--- src/rtl/spi_joystick_slave.sv ---
// SPI mode-0 responder that stands in for the joystick peripheral.
// Each 40-bit frame returns a position/button snapshot and captures the
// master's command byte. All SPI pins are oversampled in the clk50M domain,
// and no logic is clocked by sck.
//
// Handshake: a frame opens on a synchronized cs falling edge and closes on a
// synchronized cs rising edge. At close, exactly one of frame_done or
// frame_err pulses for one clk50M cycle. rx_bytes and led change only in the
// cycle that frame_done is high.
module spi_joystick_slave #(
    parameter int FRAME_BITS  = 40,
    parameter int SYNC_STAGES = 2
) (
    input  logic        clk50M,
    input  logic        rst_n,
    input  logic        cs,
    input  logic        sck,
    input  logic        mosi,
    output logic        miso,
    output logic        miso_oe,
    input  logic [9:0]  x_pos,
    input  logic [9:0]  y_pos,
    input  logic [2:0]  buttons,
    output logic [39:0] rx_bytes,
    output logic [1:0]  led,
    output logic        frame_done,
    output logic        frame_err,
    output logic [1:0]  state_dbg
);

    typedef enum logic [1:0] {
        IDLE  = 2'd0,
        SHIFT = 2'd1,
        DONE  = 2'd2
    } state_t;

    localparam int CNT_W = $clog2(FRAME_BITS + 1);
    localparam logic [CNT_W-1:0] FULL_CNT = CNT_W'(FRAME_BITS);
    localparam logic [CNT_W-1:0] LAST_CNT = CNT_W'(FRAME_BITS - 1);

    logic [SYNC_STAGES-1:0] cs_sync;
    logic [SYNC_STAGES-1:0] sck_sync;
    logic [SYNC_STAGES-1:0] mosi_sync;
    logic                   cs_d;
    logic                   sck_d;

    state_t           state;
    logic [CNT_W-1:0] bit_cnt;
    logic [39:0]      tx_shift;
    logic [39:0]      rx_shift;
    logic             done_err;

    logic        cs_s;
    logic        sck_s;
    logic        mosi_s;
    logic        cs_fall;
    logic        cs_rise;
    logic        sck_rise;
    logic        sck_fall;
    logic [39:0] tx_frame;

    assign cs_s     = cs_sync[SYNC_STAGES-1];
    assign sck_s    = sck_sync[SYNC_STAGES-1];
    assign mosi_s   = mosi_sync[SYNC_STAGES-1];
    assign cs_fall  = cs_d & ~cs_s;
    assign cs_rise  = ~cs_d & cs_s;
    assign sck_rise = ~sck_d & sck_s;
    assign sck_fall = sck_d & ~sck_s;

    // Snapshot layout: little-endian 16-bit X, then Y, then buttons.
    assign tx_frame = {x_pos[7:0], 6'b0, x_pos[9:8],
                       y_pos[7:0], 6'b0, y_pos[9:8],
                       5'b0, buttons};

    assign state_dbg = state;

    // Synchronize the SPI pins and keep one extra flop for edge detection.
    // cs resets low so that a cs held low through reset release does not
    // look like a falling edge.
    always_ff @(posedge clk50M or negedge rst_n) begin
        if (!rst_n) begin
            cs_sync   <= '0;
            sck_sync  <= '0;
            mosi_sync <= '0;
            cs_d      <= 1'b0;
            sck_d     <= 1'b0;
        end else begin
            cs_sync   <= {cs_sync[SYNC_STAGES-2:0], cs};
            sck_sync  <= {sck_sync[SYNC_STAGES-2:0], sck};
            mosi_sync <= {mosi_sync[SYNC_STAGES-2:0], mosi};
            cs_d      <= cs_s;
            sck_d     <= sck_s;
        end
    end

    // Frame FSM. A cs edge takes priority over an sck edge seen in the same cycle.
    always_ff @(posedge clk50M or negedge rst_n) begin
        if (!rst_n) begin
            state      <= IDLE;
            bit_cnt    <= '0;
            tx_shift   <= '0;
            rx_shift   <= '0;
            done_err   <= 1'b0;
            miso       <= 1'b0;
            miso_oe    <= 1'b0;
            rx_bytes   <= '0;
            led        <= '0;
            frame_done <= 1'b0;
            frame_err  <= 1'b0;
        end else begin
            frame_done <= 1'b0;
            frame_err  <= 1'b0;
            case (state)
                IDLE: begin
                    if (cs_fall) begin
                        state    <= SHIFT;
                        tx_shift <= tx_frame;
                        bit_cnt  <= '0;
                        done_err <= 1'b0;
                        miso     <= tx_frame[39];
                        miso_oe  <= 1'b1;
                    end
                end
                SHIFT: begin
                    if (cs_rise) begin
                        frame_err <= 1'b1;
                        state     <= IDLE;
                        bit_cnt   <= '0;
                        miso      <= 1'b0;
                        miso_oe   <= 1'b0;
                    end else if (sck_rise) begin
                        rx_shift <= {rx_shift[38:0], mosi_s};
                        bit_cnt  <= bit_cnt + 1'b1;
                        if (bit_cnt == LAST_CNT) begin
                            state <= DONE;
                        end
                    end else if (sck_fall && bit_cnt < FULL_CNT) begin
                        tx_shift <= {tx_shift[38:0], 1'b0};
                        miso     <= tx_shift[38];
                    end
                end
                DONE: begin
                    if (cs_rise) begin
                        if (done_err) begin
                            frame_err <= 1'b1;
                        end else begin
                            frame_done <= 1'b1;
                            rx_bytes   <= rx_shift;
                            if (rx_shift[39:34] == 6'b100000) begin
                                led <= rx_shift[33:32];
                            end
                        end
                        state    <= IDLE;
                        bit_cnt  <= '0;
                        done_err <= 1'b0;
                        miso     <= 1'b0;
                        miso_oe  <= 1'b0;
                    end else if (sck_rise) begin
                        done_err <= 1'b1;
                    end else if (sck_fall) begin
                        miso <= 1'b0;
                    end
                end
                default: begin
                    state   <= IDLE;
                    miso    <= 1'b0;
                    miso_oe <= 1'b0;
                end
            endcase
        end
    end

endmodule

--- config.mk ---
export PLATFORM = sky130hd
export DESIGN_NAME = spi_joystick_slave
export DESIGN_NICKNAME = d
export VERILOG_FILES = /design/src/rtl/spi_joystick_slave.sv
export SDC_FILE = /design/constraint.sdc
export NUM_CORES = 1
export LEC_CHECK = 0
export BUFFER_PORTS_ARGS = -buffer_cell sky130_fd_sc_hd__buf_2
export CORE_ASPECT_RATIO = 1.1
export CORE_MARGIN = 3
export CORE_UTILIZATION = 40
export CTS_CLUSTER_SIZE = 25
export DETAILED_ROUTE_END_ITERATION = 10
export PLACE_DENSITY = 0.64
export SKIP_CTS_REPAIR_TIMING = 1
export SKIP_LAST_GASP = 1
export SLEW_MARGIN = 20
export SYNTH_ARGS = -nofsm -noshare
export SYNTH_HDL_FRONTEND = slang
export SYNTH_SLANG_ARGS = --single-unit
--- constraint.sdc ---
create_clock -name clk50M -period 3 [get_ports clk50M]
set_input_delay 0.3 -clock clk50M [delete_from_list [all_inputs] [get_ports clk50M]]
set_output_delay 0.3 -clock clk50M [all_outputs]
set_load 0.005 [all_outputs]
# [Yosys cells after proc, flatten, opt, wreduce, memory -nomap -nowiden]
# Index checks and enable logic that the tools add are counted.
# W data, S select, Z words.
[totals] output_inout_bits=48 regBits=142 input_bits=28 wordCells=98
[op_classes] magnitude_cmp=1 eq_ne=17 reduce_logical=15 bitwise_logic=10 n_addsub=1 mux=38
[op_table] cell="$mux W39" n=4
[op_table] cell="$pmux W39 S2" n=1
[op_table] cell="$mux W6" n=4
[op_table] cell="$ne A3 B3 Y1 const B" n=7
[op_table] cell="$mux W1" n=18
[op_table] cell="$pmux W6 S3" n=1
[op_table] cell="$eq A6 B6 Y1 const B" n=2
[op_table] cell="$reduce_and A4 Y1" n=3
[op_table] cell="$mux W2" n=5
[op_table] cell="$ne A2 B2 Y1 const B" n=5
[op_table] cell="$reduce_and A5 Y1" n=2
[op_table] cell="$reduce_and A3 Y1" n=3
[op_table] cell="$add A6 B1 Y6 const B" n=1
[op_table] cell="$lt A6 B6 Y1 const B" n=1
[op_table] cell="$not A1 Y1" n=6
[op_table] cell="$pmux W1 S2" n=3
[op_table] cell="$pmux W2 S3" n=1
[op_table] cell="$and A1 B1 Y1" n=4
[op_table] cell="$reduce_bool A2 Y1" n=2
[op_table] cell="$pmux W1 S3" n=1
[op_table] cell="$reduce_bool A3 Y1" n=1
[op_table] cell="$eq A2 B1 Y1 const B" n=1
[op_table] cell="$eq A2 B2 Y1 const B" n=1
[op_table] cell="$logic_not A2 Y1" n=1
[op_table] cell="other kinds (4)" n=4

# [Depth between registers and ports, before layout]
# Gate-level depths: netlist (run 1).
[logic_depth] word_depth=7 mapped_depth=9 ltp_nobuf=7

# [Worst setup path before layout (run 1)]
# Ideal clock, no wire load.
[synth_path] path_type="flip-flop to flip-flop" from="register state[0], in the netlist state_dbg[0]" to="register rx_bytes[0]" synth_period_minus_slack_ps=1969 arrival_ps=1844 stages_incl_launch_ff=8 n_path_buf=2 required_time_ps=2875 path_slack_ps=1031 setup_time_ps=125 cell_sequence="dfrtp_1 -> inv_1 -> ha_1 -> clkbuf_1 -> inv_1 -> nor3_2 -> buf_2 -> mux2_2"
[synth_between] elab_chain_len=2
[synth_lines] element="start, declared" line_no="47" rtl="state_t state;"
[synth_lines] element="start signal, assigned" line_no="99" rtl="state <= IDLE;"
[synth_lines] element="start signal, assigned" line_no="116" rtl="state <= SHIFT;"
[synth_lines] element="start signal, assigned" line_no="127" rtl="state <= IDLE;"
[synth_lines] element="$eq A2 B2 Y1" line_no="113" rtl="case (state)"
[synth_lines] element="$reduce_and A3 Y1 (no line)"
[synth_lines] element="end signal, assigned" line_no="148" rtl="rx_bytes <= rx_shift;"
[synth_lines] element="end, declared" line_no="24" rtl="output logic [39:0] rx_bytes,"
# No other way between the ends.
# A chain may end at the register's enable or synchronous reset.

# [Worst setup path in the final report (run 1)]
[layout_path] from="register state[0], in the netlist state_dbg[0]" to="register bit_cnt[5]"
[layout_between] elab_chain_len=3 elab_cells_between_ends=9 cone_classes="5 x eq/ne; 1 x mux; 3 x reduce/logical"
[layout_lines] element="$eq A2 B1 Y1 (tied with other cells)" line_no="113"
[layout_lines] element="$ne A3 B3 Y1 (no line) (tied with other cells)"
[layout_lines] element="$reduce_and A4 Y1 (no line)"
[layout_lines] element="end signal, assigned" line_no="133" rtl="bit_cnt <= bit_cnt + 1'b1;"
[layout_lines] element="end, declared" line_no="48" rtl="logic [CNT_W-1:0] bit_cnt;"
# Parallel ways exist; a longest one is shown, timed or not.

==> results.py, run 1 <==
metrics = {
    "global_routing": {
        "grt_usage_pct": 13.7,
        "use_met2_pct": 22.0,
        "grt_pass1_wl_um": 16800,
        "grt_max_degree": 71,
        "use_met1_pct": 16.7,
        "met3_usage_pct": 5.02,
        "grt-ovfl-total": 0,
        "antenna_found_initial": 0,
        "first_global_vias": 3457,
        "grt-busiest-layer": "met2",
    },
    "timing": {
        "slew_viol_final": 0,
        "setup_viol_count_final": 0,
        "slew_headroom_pct": 51.0,
        "fin_worst_skew_ps": 7.01,
        "fin_crit_ps": 2140,
        "max_freq_mhz": 466,
        "fin_crit_sh_pct": 71.5,
        "max_slew.worst_pin.slew_ps": 735,
        "finalHoldViolCount": 0,
        "rsz0062_at_grt": "no",
        "fin_setup_tns_ps": 0,
    },
    "worst_hold_path": {
        "hp-class": "in -> reg",
        "holdPathStages": 3,
        "worstHoldStart": "buttons[0]",
        "holdPathEnd": "tx_shift[0]$_DFFE_PN0P_",
    },
    "setup_path": {
        "r2r_start": "state_dbg[0]$_DFFE_PN0P_",
        "crit_family": "simple AND/OR/NAND/NOR gates",
        "worstPathCellList": "inv_1 -> ha_1 -> nor3b_2 -> o21ai_2 -> or3_1 -> a21oi_1",
        "crit_buf_inv": 1,
        "crit_arrival_ps": 2490,
        "worst-path-max-fanout": 13,
        "slowest_delay_ps": 500,
        "required_ps": 3340,
        "path_class": "reg -> reg",
        "r2r_cells": 6,
        "r2r_end": "bit_cnt[5]$_DFFE_PN0P_",
        "reg2reg_setup_slack_ps": 860,
        "cpMaxStageDelayCell": "nor3b_2",
        "cp-start-kind": "register",
        "startpoint": "state_dbg[0]$_DFFE_PN0P_",
        "cp-end-kind": "register",
    },
    "placed_design": {
        "port_buffers": 75,
        "hpwl_um": 6630,
        "routabilityCongestion": 0.766,
        "placedCellCount": 655,
    },
    "synthesis": {
        "yosysSeqAreaShare_pct": 62.5,
        "synthesis.area_um2": 5690,
        "synth-main-ff-cell": "dfrtp_1",
        "yosys-top-cells-area": "dfrtp_1 62%, mux2_2 16%, mux2i_1 3.7%",
        "yosysTopAreaCellShare_pct": 62.5,
        "syn_nets": 442,
        "synthArstFlopShare_pct": 100,
        "synth.avg_cell_area_um2": 13.9,
        "synth_edf_count": 0,
        "synth.largest_area_cell": "dfrtp_1",
        "ys_types": 45,
        "ys_ff_latch": 142,
        "synth_cells": 409,
        "ys_warn_count": 0,
    },
    "route": {
        "drcViolationCount": 0,
        "dr_total_vias": 3389,
        "drtIter0Drc": 158,
        "wl_per_cell_um": 14.4,
        "vias_per_cell": 4.90,
        "antenna_left": 0,
        "drt_first_pass_iters": 4,
        "wirelength_um": 9970,
    },
    "final_layout": {
        "fin_nets": 523,
        "fillers": 1256,
        "syn2layout_area_growth_pct": 20.8,
        "final_cells": 691,
        "drive_gt1_share_pct": 39.8,
        "n_antenna_cell": 0,
        "final_util_pct": 49.6,
    },
    "power_and_ir_drop": {
        "combPwrFrac_pct": 21.3,
        "p_seq_share_pct": 42.8,
        "switching_share_pct": 30.0,
        "p_leak_uw": 0.00348,
        "p_int_uw": 3830,
        "cellPowerDensity_nw_per_um2": 796,
        "pwr-share-clk_pct": 35.9,
        "p_switching_uw": 1640,
        "ir_drop_v": 0.000409,
    },
    "clock_network": {
        "htree_levels": 4,
        "tritoncts": "yes",
        "cts_buffer_depth": 2,
        "path_clk_slew_ps": 60,
        "cts_made_buffers": 17,
        "clockRootBuffer": "clkbuf_16",
        "clock-sinks": 142,
        "worstSkewPairLatency_ps": 420,
    },
    "floorplan": {
        "io_pins": 76,
        "std_cell_rows": 45,
        "die_x_um": 120,
        "die-area_um2": 15700,
        "fp.dieH_um": 131,
        "initial_core_util_pct": 41.1,
        "core_area_um2": 13900,
    },
    "job": {
        "drv_cap": 0,
    },
    "status": {
        "outcome": "finished, final reports clean",
    },
}
-- layout by cell type, fill, tap and decap left out, types with 6 or more instances in the layout --
cell type and n:
dfrtp_1 142, mux2_2 79, buf_2 74, nand2_1 30
o21ai_0 28, mux2i_1 21, a22o_1 18, clkbuf_16 17
inv_1 7, a21oi_1 6
-- state kept, by name (all words and copies together) (netlist names) --
name	cells
state_dbg	2
miso_oe	1
rx_shift	40
miso	1
frame_done	1
sck_d	1
mosi_sync	2
cs_sync	2
frame_err	1
led	2
tx_shift	39
done_err	1
cs_d	1
rx_bytes	40
sck_sync	2
bit_cnt	6
-- through the flow --
step	hold slack, ps	area (µm²)	setup slack [ps]	power, µW
final	151	6870	856	5470
after global routing	154	6870	671	5820
after CTS	-98.6	6830	856	5540
after detailed placement	339	6270	861	3560
after global placement	332	6270	935	3500
after floorplan	4.41	5690	1030	3260
-- power groups by stage --
stage / Sequential [µW] / Clock [µW] / Combinational (µW)
4_1_cts: 2340 / 2020 / 1180
2_1_floorplan: 2330 / 0 / 929
3_3_place_gp: 2360 / 0 / 1140
5_1_grt: 2380 / 2110 / 1320
6_report: 2340 / 1960 / 1160
3_5_place_dp: 2380 / 0 / 1180
-- cell families after synthesis --
family	count (synthesis)	synth area share [%]
flops	142	62.5
simple gates	54	4.77
mux	103	19.9
xor+xnor	3	0.462
buf+inv	30	2.64
fa+ha+maj	5	1.10
compound gates	72	8.60
-- cell type report --
cell class | count | area [µm²] | share of cell area [%]
inverter | 7 | 26.3 | 0.382
clock inverter | 13 | 116 | 1.69
clock buffer | 19 | 443 | 6.45
tap | 188 | 235 | 3.42
sequential | 142 | 3550 | 51.7
multi-input combinational | 237 | 1990 | 29.0
timing repair buffer | 85 | 504 | 7.34
-- worst reg2reg max path: stages (launching register included) --
cell and delay [ps]:
dfrtp_1 420, inv_1 90, ha_1 370, nor3b_2 500, o21ai_2 180, or3_1 360, a21oi_1 150
-- metal layers --
metal	vias to the layer above	wire (µm)
met3	17	395
met4	0	224
met5	-	0
met2	59	4890
met1	1680	4460
li1	1633	-
-- synthesized netlist by cell type, types with 3 or more instances --
master    instances
dfrtp_1         142
mux2_1            3
a22o_1           18
o21ai_0          28
xor2_1            3
mux2i_1          21
nand2_1          31
mux2_2           79
ha_1              5
a21oi_1           6
inv_1             7
buf_2            15
a211oi_1          3
nor2_1            4
clkbuf_1          3
o22ai_1           3
-- worst max path at each step --
stage | to | depth (start not counted)
final | bit_cnt[5]$_DFFE_PN0P_ | 6
after global routing | bit_cnt[5]$_DFFE_PN0P_ | 6
after CTS | bit_cnt[5]$_DFFE_PN0P_ | 6
after detailed placement | rx_shift[15]$_DFFE_PN0P_ | 5
after global placement | rx_shift[26]$_DFFE_PN0P_ | 5
after floorplan | rx_bytes[0]$_DFFE_PN0P_ | 7
Note: power is estimated with default switching activity, not from simulation.
==> run 2: changes to the inputs <==
--- a/config.mk
+++ b/config.mk
@@ -11,7 +11,7 @@
 export CORE_UTILIZATION = 40
 export CTS_CLUSTER_SIZE = 25
 export DETAILED_ROUTE_END_ITERATION = 10
-export PLACE_DENSITY = 0.64
+export PLACE_DENSITY = 0.66
 export SKIP_CTS_REPAIR_TIMING = 1
 export SKIP_LAST_GASP = 1
 export SLEW_MARGIN = 20
==> constraint.sdc (replaced) <==
create_clock -name clk50M -period 1.8 [get_ports clk50M]
set_input_delay 0.18 -clock clk50M [delete_from_list [all_inputs] [get_ports clk50M]]
set_output_delay 0.18 -clock clk50M [all_outputs]
set_load 0.005 [all_outputs]
==> results.py, run 2 (synthesized netlist as in run 1, its figures left out) <==
metrics = {
    "setup_path": {
        "crit_buf_inv": 4,
        "r2r_start": "state_dbg[0]$_DFFE_PN0P_",
        "crit_arrival_ps": 2050,
        "path_class": "reg -> reg",
        "startpoint": "state_dbg[0]$_DFFE_PN0P_",
        "path_depth": 7,
        "cp-start-kind": "register",
        "slowest_delay_ps": 440,
        "required_ps": 2090,
        "r2r_cells": 7,
        "worstPathCellList": "inv_2 -> ha_1 -> inv_1 -> nor3_4 -> buf_12 -> clkbuf_16 -> mux2_2",
        "worst-path-max-fanout": 14,
        "cp-end-kind": "register",
        "cpMaxStageDelayCell": "dfrtp_2",
        "crit_family": "buffers and inverters",
    },
    "final_layout": {
        "drive_gt1_share_pct": 43.2,
        "fin_area_um2": 7200,
        "fin_nets": 539,
        "final_cell_mix": "141 x dfrtp_1, 79 x mux2_2, 74 x buf_2, 30 x nand2_1, 28 x o21ai_0",
        "layout_commonest_cell": "dfrtp_1",
        "n_antenna_cell": 0,
        "final_cells": 707,
        "syn2layout_area_growth_pct": 26.6,
        "fillers": 1214,
        "reg.largest.list": "rx_bytes (40), rx_shift (40), tx_shift (39)",
    },
    "floorplan": {
        "core_area_um2": 13900,
        "die_x_um": 120,
        "std_cell_rows": 45,
        "io_pins": 76,
        "initial_core_util_pct": 41.1,
        "fp.dieH_um": 131,
        "die-area_um2": 15700,
    },
    "route": {
        "drtIter0Drc": 155,
        "vias_per_cell": 4.98,
        "wirelength_um": 11000,
        "drcViolationCount": 0,
        "drt_first_pass_iters": 4,
        "antenna_left": 0,
        "dr_total_vias": 3523,
        "wl_per_cell_um": 15.6,
    },
    "global_routing": {
        "grt_max_degree": 61,
        "first_global_vias": 3542,
        "grt_usage_pct": 14.0,
        "grt_pass1_wl_um": 17600,
        "antenna_found_initial": 0,
        "grt-ovfl-total": 0,
    },
    "worst_hold_path": {
        "holdPathStages": 3,
        "hp-class": "in -> reg",
        "worstHoldStart": "buttons[0]",
    },
    "placed_design": {
        "hpwl_um": 7100,
        "placed_cell_area_um2": 6410,
        "routabilityCongestion": 0.794,
        "placedCellCount": 669,
        "port_buffers": 75,
    },
    "clock_network": {
        "clock-sinks": 142,
        "cts_buffer_depth": 2,
        "htree_levels": 4,
        "tritoncts": "yes",
        "path_clk_slew_ps": 60,
        "worstSkewPairLatency_ps": 410,
        "clockRootBuffer": "clkbuf_16",
        "cts_made_buffers": 17,
    },
    "power_and_ir_drop": {
        "ir_drop_v": 0.000716,
        "p_leak_uw": 0.00363,
        "cellPowerDensity_nw_per_um2": 1380,
        "total_power_uw": 9940,
    },
    "timing": {
        "slew_headroom_pct": 70.9,
        "fin_setup_tns_ps": 0,
        "rsz0062_at_grt": "yes",
        "fin_crit_sh_pct": 97.8,
        "fin_crit_ps": 1760,
        "whs_ps": 54.3,
        "max_freq_mhz": 568,
        "finalHoldViolCount": 0,
        "max_slew.worst_pin.slew_ps": 435,
        "fin_worst_skew_ps": 12.2,
        "setup_viol_count_final": 0,
        "slew_viol_final": 0,
    },
    "status": {
        "outcome": "finished, final reports clean",
    },
    "job": {
        "drv_cap": 0,
    },
}
[run 2: cell count changes in the layout (fill, tap and decap cells not counted), sizes merged]
cell / previous run / this run
bufinv: 1 / 3
clkinv: 8 / 4
inv: 9 / 13
clkbuf: 19 / 18
buf: 81 / 96
[run 2: tightest hold or removal path, cell delays in order]
cell and delay, ps:
buf_2 100, inv_1 50, o41ai_1 90
[run 2: area by class of cell]
type	count	area, µm²	area share, %
inverter	7	26.3	0.365
sequential	142	3550	49.4
tap	188	235	3.27
clock inverter	15	204	2.83
clock buffer	17	425	5.91
timing repair buffer	101	703	9.76
multi-input combinational	237	2050	28.5
[run 2: path summary, 6_finish.rpt]
check                           slack, ps                  endpoint
worst max-delay path                   40  rx_bytes[13]$_DFFE_PN0P_
worst min-delay path                   50   tx_shift[0]$_DFFE_PN0P_
worst max register to register         40  rx_bytes[13]$_DFFE_PN0P_
worst min register to register        350      cs_sync[1]$_DFF_PN0_
max in group asynchronous             930   rx_bytes[1]$_DFFE_PN0P_
min in group asynchronous             220  rx_shift[24]$_DFFE_PN0P_
[run 2: per-layer routing]
layer | share of wire, % | up-vias | GRT usage, %
met1 | 45 | 1790 | 18.4
met2 | 50 | 61 | 22.5
met3 | 3.2 | 16 | 3.39
met5 | 0 | - | 0
li1 | - | 1656 | -
met4 | 1.8 | 0 | 6.27
[run 2: report_power, final]
| part | switching, µW | internal (µW) |
|---|---|---|
| Sequential | 267 | 3640 |
| Combinational | 1270 | 1080 |
| Clock | 1450 | 2230 |
[run 2: stage by stage]
stage	worst slack [ps]	util (%)
final	40.2	52.0
after global routing	-26.8	52.0
after CTS	-26.1	50.8
after detailed placement	-9.04	46.3
after global placement	43.8	46.3
after floorplan	8.53	-
